<file path="src/rtl/rom_map_pkg.sv">
// rom_map_pkg
//   Shared definitions for the ROM download path: the region memory map
//   (inclusive base, exclusive limit), the region index enum, the loader
//   FSM state enum and the common widths.
package rom_map_pkg;

    localparam int ADDR_W  = 27;
    localparam int RGN_AW  = 18;
    localparam int NUM_RGN = 4;
    localparam int CNT_W   = 19;

    typedef logic [ADDR_W-1:0] addr_t;

    // Bit position of each region in the one-hot rgn_wr / hit vectors.
    typedef enum logic [1:0] {
        RGN_MAIN = 2'd0,
        RGN_MCU  = 2'd1,
        RGN_SCPU = 2'd2,
        RGN_GFX  = 2'd3
    } rgn_idx_e;

    typedef enum logic [1:0] {
        ST_IDLE = 2'd0,
        ST_LOAD = 2'd1,
        ST_DONE = 2'd2
    } ld_state_e;

    localparam addr_t MAIN_BASE  = 27'h000_0000;
    localparam addr_t MAIN_LIMIT = 27'h002_0000;
    localparam addr_t MCU_BASE   = 27'h002_0000;
    localparam addr_t MCU_LIMIT  = 27'h002_1000;
    localparam addr_t SCPU_BASE  = 27'h002_1000;
    localparam addr_t SCPU_LIMIT = 27'h002_9000;
    localparam addr_t GFX_BASE   = 27'h002_9000;
    localparam addr_t GFX_LIMIT  = 27'h006_9000;

    localparam logic [CNT_W-1:0] CNT_MAX = '1;

    // Saturating increment for the byte counter.
    function automatic logic [CNT_W-1:0] sat_inc(input logic [CNT_W-1:0] val);
        if (val == CNT_MAX)
            return val;
        return val + 19'd1;
    endfunction

endpackage

</file>
<file path="src/rtl/rgn_decode.sv">
// rgn_decode
//   Combinational address decoder. Maps an absolute download byte address
//   onto one of the four ROM regions.
//   Ports:
//     addr      in   27  absolute byte address
//     hit       out  4   one-hot region hit, all zero when no region matches
//     rel_addr  out  18  address relative to the hit region base (0 on miss)
module rgn_decode
    import rom_map_pkg::*;
(
    input  logic [26:0] addr,
    output logic [3:0]  hit,
    output logic [17:0] rel_addr
);

    logic [26:0] offs;

    always_comb begin
        hit  = '0;
        offs = '0;
        if (addr >= MAIN_BASE && addr < MAIN_LIMIT) begin
            hit[RGN_MAIN] = 1'b1;
            offs          = addr - MAIN_BASE;
        end else if (addr >= MCU_BASE && addr < MCU_LIMIT) begin
            hit[RGN_MCU] = 1'b1;
            offs         = addr - MCU_BASE;
        end else if (addr >= SCPU_BASE && addr < SCPU_LIMIT) begin
            hit[RGN_SCPU] = 1'b1;
            offs          = addr - SCPU_BASE;
        end else if (addr >= GFX_BASE && addr < GFX_LIMIT) begin
            hit[RGN_GFX] = 1'b1;
            offs         = addr - GFX_BASE;
        end
    end

    // The largest region (gfx) is exactly 2^18 bytes, so truncation is lossless.
    assign rel_addr = offs[17:0];

endmodule

</file>
<file path="src/rtl/rom_loader.sv">
// rom_loader
//   Steers a byte-wide ioctl download stream into four ROM regions, one
//   registered write per accepted strobe, and tracks download status.
//
//   state | meaning
//   ------+-----------------------------------------------------------
//   IDLE  | no download; waiting for ioctl_download to rise
//   LOAD  | download active; accepted writes are decoded and forwarded
//   DONE  | one cycle after download ends; pulses done, sets loaded
//
//   Ports:
//     clk_sys         in   1   system clock
//     reset           in   1   synchronous active-high reset
//     ioctl_download  in   1   download in progress
//     ioctl_addr      in   27  absolute byte address
//     ioctl_dout      in   16  download data, bits [7:0] used
//     ioctl_wr        in   1   single-cycle write strobe
//     rgn_wr          out  4   one-hot region strobe {gfx, scpu, mcu, main}
//     rgn_addr        out  18  region-relative byte address
//     rgn_data        out  8   write byte
//     busy            out  1   high in LOAD
//     loaded          out  1   sticky download-complete flag
//     done            out  1   one-cycle completion pulse
//     bad_addr        out  1   sticky: a write missed every region
//     checksum        out  8   XOR of in-region bytes of this download
module rom_loader
    import rom_map_pkg::*;
(
    input  logic        clk_sys,
    input  logic        reset,
    input  logic        ioctl_download,
    input  logic [26:0] ioctl_addr,
    input  logic [15:0] ioctl_dout,
    input  logic        ioctl_wr,
    output logic [3:0]  rgn_wr,
    output logic [17:0] rgn_addr,
    output logic [7:0]  rgn_data,
    output logic        busy,
    output logic        loaded,
    output logic        done,
    output logic        bad_addr,
    output logic [7:0]  checksum
);

    ld_state_e          state;
    ld_state_e          state_nxt;
    logic [3:0]         dec_hit;
    logic [17:0]        dec_rel;
    logic [CNT_W-1:0]   byte_cnt;
    logic               wr_acc;
    logic               in_rgn;
    logic               load_entry;

    rgn_decode u_rgn_decode (
        .addr     (ioctl_addr),
        .hit      (dec_hit),
        .rel_addr (dec_rel)
    );

    // Writes are only taken inside LOAD; a strobe in the IDLE cycle that
    // starts a download is dropped.
    assign wr_acc     = (state == ST_LOAD) && ioctl_download && ioctl_wr;
    assign in_rgn     = |dec_hit;
    assign load_entry = (state == ST_IDLE) && ioctl_download;

    always_ff @(posedge clk_sys) begin
        if (reset)
            state <= ST_IDLE;
        else
            state <= state_nxt;
    end

    always_comb begin
        state_nxt = state;
        case (state)
            ST_IDLE: if (ioctl_download)  state_nxt = ST_LOAD;
            ST_LOAD: if (!ioctl_download) state_nxt = ST_DONE;
            ST_DONE: state_nxt = ST_IDLE;
            default: state_nxt = ST_IDLE;
        endcase
    end

    always_comb begin
        busy = 1'b0;
        done = 1'b0;
        case (state)
            ST_LOAD: busy = 1'b1;
            ST_DONE: done = 1'b1;
            default: ;
        endcase
    end

    // Write pipeline stage. Runs independently of the FSM so a write
    // accepted in the last LOAD cycle still emerges while in DONE.
    always_ff @(posedge clk_sys) begin
        if (reset) begin
            rgn_wr   <= '0;
            rgn_addr <= '0;
            rgn_data <= '0;
        end else begin
            rgn_wr <= '0;
            if (wr_acc && in_rgn) begin
                rgn_wr   <= dec_hit;
                rgn_addr <= dec_rel;
                rgn_data <= ioctl_dout[7:0];
            end
        end
    end

    // Per-download status; cleared when a new download starts.
    always_ff @(posedge clk_sys) begin
        if (reset) begin
            checksum <= '0;
            byte_cnt <= '0;
            bad_addr <= 1'b0;
            loaded   <= 1'b0;
        end else if (load_entry) begin
            checksum <= '0;
            byte_cnt <= '0;
            bad_addr <= 1'b0;
            loaded   <= 1'b0;
        end else begin
            if (wr_acc) begin
                if (in_rgn) begin
                    checksum <= checksum ^ ioctl_dout[7:0];
                    byte_cnt <= sat_inc(byte_cnt);
                end else begin
                    bad_addr <= 1'b1;
                end
            end
            if (state == ST_DONE)
                loaded <= 1'b1;
        end
    end

    // Upper data byte is not part of the download format; byte_cnt has no
    // port and is kept for probing.
    logic unused_sink;
    assign unused_sink = &{1'b0, ioctl_dout[15:8], byte_cnt};

endmodule

</file>
<file path="config.mk">
export PLATFORM = sky130hd
export DESIGN_NAME = rom_loader
export DESIGN_NICKNAME = d
export VERILOG_FILES = /design/src/rtl/rom_map_pkg.sv /design/src/rtl/rgn_decode.sv /design/src/rtl/rom_loader.sv
export SDC_FILE = /design/constraint.sdc
export NUM_CORES = 1
export LEC_CHECK = 0
export BUFFER_PORTS_ARGS = -buffer_cell sky130_fd_sc_hd__buf_2
export CAP_MARGIN = 20
export CORE_ASPECT_RATIO = 0.9
export CORE_MARGIN = 3
export CORE_UTILIZATION = 48
export CTS_CLUSTER_DIAMETER = 50
export DETAILED_ROUTE_END_ITERATION = 16
export PLACE_DENSITY = 0.84
export SLEW_MARGIN = 20
export SYNTH_ARGS = -nofsm -noshare
export SYNTH_HDL_FRONTEND = slang
export SYNTH_SLANG_ARGS = --single-unit
</file>
<file path="constraint.sdc">
create_clock -name clk_sys -period 4.96 [get_ports clk_sys]
set_clock_uncertainty 0.05 [all_clocks]
set_input_delay 0.992 -clock clk_sys [delete_from_list [all_inputs] [get_ports clk_sys]]
set_output_delay 0.992 -clock clk_sys [all_outputs]
set_load 0.03 [all_outputs]
</file>
==> impl_metrics.toml, run 1 <==
[run_status]
status = "completed"

[power_and_ir_drop]
p_comb_share_pct = 7.7
leakagePower_uw = 0.00103
p_clk_share_pct = 40.8
peakVddDrop_uv = 252
power_switching_uw = 138
p_total_uw = 658
power-per-cell-area_mw_per_mm2 = 287
swShare_pct = 20.9
p_int_uw = 521
seq_power_share_pct = 51.4

[clock_network]
cts_buffers = 5
clock_sinks = 42
cts_setup_buffers = 0
cts_tree = "built"
clk_pin_slew_ns = 0.08
cts_max_path_buffers = 2
cts_root_buf = "clkbuf_8"
postCtsHoldBufs = 0
cts_max_level = 2
cts_resized = 0
clk_latency_ns = 0.28

[critical_path]
worstSetupStartpointType = "input port"
crit_required_ns = 5.13
r2r_slack_ns = 2.72
r2r_cells = 5
endpoint = "rgn_addr[15]"
end_kind = "flop"
cp_max_fo = 20
worst-setup-path-type = "in2reg"
rr_startpoint = "state[0]"
r2r-end = "rgn_addr[15]"
crit_path_start = "ioctl_addr[26]"
worstPathArrival_ns = 3.21

[routing]
drc = 0
wl_per_cell_um = 12.8
met3_length_um = 329
routed_via_density = 5.13
dr.pass1.iters = 4
drtIter0Drc = 61
detail-route-antenna-nets = 0
top_layer = "met4"
wl_met1_um = 1870
wl_um = 4180
vias = 1671
wl_met2_um = 1940

[synth]
synth_warnings = 0
syn_avg_cell_area_um2 = 8.55
synth-main-ff-cell = "dfxtp_1"
ys_types = 41
ys_ff_latch = 42
synth_cells = 207
ys_seq_area_share_pct = 47.5
syn_area_mm2 = 0.00177
async_flop_share_pct = 0
postSynthNetCount = 256
synth-edff-count = 0

[global_route]
grt_pass1_vias = 1605
antenna_found_initial = 0
grt.overflow.total = 0
grt_max_degree = 34
grt_pass1_wl_um = 7280
grt_usage_pct = 19.7

[placement]
port_buffers = 80
place_congestion = 0.766
hpwl_um = 3010

[timing]
finalWorstPathRequiredPeriod_ns = 3.05
slew_headroom_pct = 50.9
setup_violations = 0
rsz0062_at_grt = "false"
finalCritPeriodShare_pct = 61.5
worst_pin_slew_ns = 0.735
max_freq_mhz = 328
slew_viol_final = 0
finalSetupTns_ns = 0
hold_violations = 0

[worst_hold_path]
hp-class = "reg2reg"
min_from = "rgn_addr[4]"

[die]
ioPinCount = 89
dieArea_mm2 = 0.00445
start_util_pct = 51.3
die_h_um = 63.6
core-area_mm2 = 0.00345
rows = 20
die_width_um = 70.0

[layout]
layout-drive-gt1-share_pct = 33.3
layout_commonest_cell = "buf_2"
final_cell_mix = "80 x buf_2, 42 x dfxtp_1, 38 x nand2_1"
n_antenna_cell = 0
fin_util_pct = 66.3
area_growth_pct = 29.4
layout.nets = 331

[job]
maxCapViolations = 0
-- power by group through the flow --
stage	Sequential [µW]	Clock, µW	Combinational [µW]
after CTS	338	275	51.2
final	339	269	50.9
after global placement	346	0	50.3
after global routing	339	288	56.7
after detailed placement	346	0	50.9
after floorplan	347	0	28.1
-- sequential cells by signal (all words and copies together) (netlist names) --
| signal | flops |
|---|---|
| bad_addr | 1 |
| rgn_data | 8 |
| rgn_addr | 18 |
| rgn_wr | 4 |
| checksum | 8 |
| loaded | 1 |
| state | 2 |
-- per-stage QoR --
stage               instance area [µm²]  hold WS (ns)  setup slack (ns)  instances
floorplan                          1770         0.456              2.51        207
global placement                   2180         0.385              1.60        319
detailed placement                 2180         0.391              1.59        319
CTS                                2290         0.401              1.90        326
global route                       2290         0.421              1.78        326
finish                             2290         0.401              1.91        326
-- layout make-up --
cell class	instances	area [µm²]
clock inverters	1	30.0
fillers	290	1160
clock buffers	6	82.6
well taps	44	55.1
flip-flops and latches	42	841
repair buffers	82	415
multi-input cells	148	856
inverters	3	11.3
-- cells by family (layout without fill, tap and decap cells) --
kind of cell / after synthesis / in the layout / share of synthesized area (%)
multiplexers: 2 / 2 / 1.13
AO/OA/AOI/OAI: 42 / 42 / 14.9
XOR/XNOR: 10 / 10 / 4.95
adder cells (fa/ha/maj): 2 / 2 / 1.41
buffers and inverters: 17 / 92 / 4.17
flip-flops: 42 / 42 / 47.5
AND/OR/NAND/NOR: 92 / 92 / 25.9
-- worst min-delay path by stage --
stage | cells after the start | endpoint | slack [ns]
floorplan | 2 | state[0] | 0.46
global placement | 2 | rgn_data[5] | 0.39
detailed placement | 2 | rgn_addr[4] | 0.39
CTS | 2 | rgn_addr[4] | 0.40
global route | 2 | rgn_addr[7] | 0.42
finish | 2 | rgn_addr[4] | 0.40
-- critical path, cell delays in order --
cell	delay [ns]
buf_2	0.09
or4_4	0.56
nor2_2	0.45
and3_1	0.70
o2111ai_1	0.24
a21oi_1	0.18
-- Yosys cell counts, types with 4 or more instances --
cell      count  share of area, %
buf_2         5               1.4
nor2_1       18               3.8
xor2_1        9               4.5
nand2_1      38               8.1
clkbuf_1      8               1.7
nand3_1       4               1.1
dfxtp_1      42                47
a21oi_1      26               7.3
nand4_1       8               2.8
-- layer usage --
metal  track usage (%)  vias up
met5                 0        -
met4              5.02        0
met3              5.42        5
met2              32.4       57
met1              25.5      756
li1                  -      853
Note: power is estimated with default switching activity, not from simulation.
==> run 2, diff against run 1 <==
- ABC_AREA: unset -> 1
- CORE_UTILIZATION: 48 -> 43
- PLACE_DENSITY: 0.84 -> 0.76
- clock period: 4.96 -> 2.6 ns (I/O delays scaled with it)
==> run 2 against run 1 <==
  * Area after synthesis increased by 17%
  * Global-route usage decreased by 2.8 points
  * Cell count increased by 32%
  * Sequential cell count unchanged
  * Clock power increased by 55%
  * Via count increased by 20%
  * Worst hold slack improved by 0.012 ns
  * Register-to-register slack got worse by 1.9 ns
  * Power increased by 79%
  * Wire length increased by 12%
  * Final area increased by 12%
==> impl_metrics.toml, run 2 <==
[run_status]
status = "completed"

[synth]
syn_area_mm2 = 0.00207
synth_common_cells = "51 x nand2_1, 50 x nor2_1, 42 x dfxtp_1"
yosysMostFrequentCell = "nand2_1"
ys_types = 30
postSynthNetCount = 338
synth_top_cell_by_area = "dfxtp_1"
async_flop_share_pct = 0
synth_cells = 288
synth_area_leaders = "dfxtp_1 41%, nand2_1 9.2%, nor2_1 9.1%, a21oi_1 7.7%, inv_1 5.8%"
synth_warnings = 0
synth_top_area_share_pct = 40.6
synth-edff-count = 0
ys_ff_latch = 42
syn_avg_cell_area_um2 = 7.20
synth-main-ff-cell = "dfxtp_1"
ys_seq_area_share_pct = 40.6

[routing]
drtIter0Drc = 129
detail-route-antenna-nets = 0
wl_um = 4680
vias = 2011
drc = 0
routed_via_density = 4.68
wl_per_cell_um = 10.9
dr.pass1.iters = 4

[power_and_ir_drop]
leakagePower_uw = 0.00131
power-per-cell-area_mw_per_mm2 = 458
peakVddDrop_uv = 248

[timing]
worst_pin_slew_ns = 0.813
slew_viol_final = 0
rsz0062_at_grt = "false"
setup_ws_ns = 0.727
max_freq_mhz = 534
hold_violations = 0
setup_violations = 0
slew_headroom_pct = 45.8
finalWorstPathRequiredPeriod_ns = 1.87
finalCritPeriodShare_pct = 72.0
finalSetupTns_ns = 0

[critical_path]
end_kind = "flop"
r2r_slack_ns = 0.87
worstSetupStartpointType = "input port"
worstPathArrival_ns = 2.04
crit_required_ns = 2.77
worst-setup-path-type = "in2reg"
cp_max_fo = 30

[layout]
area_growth_pct = 23.8
n_antenna_cell = 0
fin_cells = 430
layout.nets = 417
largest_register_ffs = 18
fin_util_pct = 56.5
n_fill_cell = 450
top_register = "rgn_addr"
stdcell_area_mm2 = 0.00257
layout-drive-gt1-share_pct = 30.4
top_regs = "rgn_addr (18), checksum (8), rgn_data (8)"
layout_commonest_cell = "buf_2"
final_cell_mix = "80 x buf_2, 51 x nand2_1, 50 x nor2_1"

[clock_network]
cts_setup_buffers = 0
postCtsHoldBufs = 0
cts_max_level = 2
clock_sinks = 42
cts_tree = "built"
cts_max_path_buffers = 2
cts_root_buf = "clkbuf_8"
cts_resized = 0
clk_pin_slew_ns = 0.08
clk_latency_ns = 0.27
cts_buffers = 5

[placement]
dpl.cell_count = 422
post-place-ws_ns = 0.417
placed_area_mm2 = 0.00248
hpwl_um = 3550
place_congestion = 0.874
port_buffers = 80

[die]
ioPinCount = 89
dieArea_mm2 = 0.00569
rows = 23
die_h_um = 71.9
start_util_pct = 45.6
core-area_mm2 = 0.00455
die_width_um = 79.2

[global_route]
grt_usage_pct = 17.0
grt_pass1_vias = 1848
grt_pass1_wl_um = 7780
antenna_found_initial = 0
grt.overflow.total = 0
grt_max_degree = 31

[worst_hold_path]
hp-class = "in2reg"

[job]
maxCapViolations = 0
[run 2: cell types whose count changed in the layout (fill, tap and decap cells not counted), sizes merged, moves of 9 or more]
cell,previous run,this run
a21oi,26,35
nor2,19,55
o21ai,3,27
nand3,4,13
inv,3,37
nand2,38,57
[run 2: layout make-up]
cell class	instances	area, µm²	share of cell area, %
Multi-Input combinational cell	200	1000	39.1
Sequential cell	42	841	32.7
Timing Repair Buffer	81	408	15.9
Inverter	37	146	5.70
Clock buffer	7	86.3	3.36
Tap cell	62	77.6	3.02
Clock inverter	1	5.00	0.195
[run 2: critical path, cell delays in order]
cell      delay [ns]
buf_2           0.10
nor2_2          0.15
nand2_2         0.08
nor2_4          0.16
o211ai_4        0.15
nor2_8          0.40
buf_4           0.24
o21ai_0         0.08
a21oi_1         0.14
[run 2: power breakdown]
group / leakage, µW / total [µW] / switching [µW] / internal [µW]
logic: 0.000921 / 114 / 69.9 / 43.6
registers: 0.000338 / 646 / 1.30 / 645
clock network: 0.0000482 / 417 / 203 / 214
[run 2: cells by family (layout without fill, tap and decap cells)]
group | after synthesis | count (layout) | synth area share, %
fa+ha+maj | 3 | 3 | 1.81
simple gates | 132 | 132 | 28.8
flops | 42 | 42 | 40.6
buf+inv | 46 | 126 | 11.0
compound gates | 63 | 63 | 16.9
xor+xnor | 2 | 2 | 0.845
[run 2: final timing paths]
| path | start | end | cells after the start |
|---|---|---|---|
| hold reg to reg | checksum[1] | checksum[1] | 2 |
| setup / recovery | ioctl_addr[21] | rgn_addr[10] | 9 |
| hold / removal | ioctl_download | state[1] | 2 |
| setup reg to reg | state[0] | rgn_addr[10] | 7 |
[run 2: stage by stage]
step	hold WS (ns)	total power, µW
finish	0.413	1180
CTS	0.402	1190
floorplan	0.412	731
global route	0.410	1230
detailed placement	0.401	775
global placement	0.394	773
[run 2: routing by layer]
layer	GRT usage, %	wire [µm]
met5	0	0
met4	4.20	16
met3	5.28	342
met2	27.7	2120
met1	22.0	2200
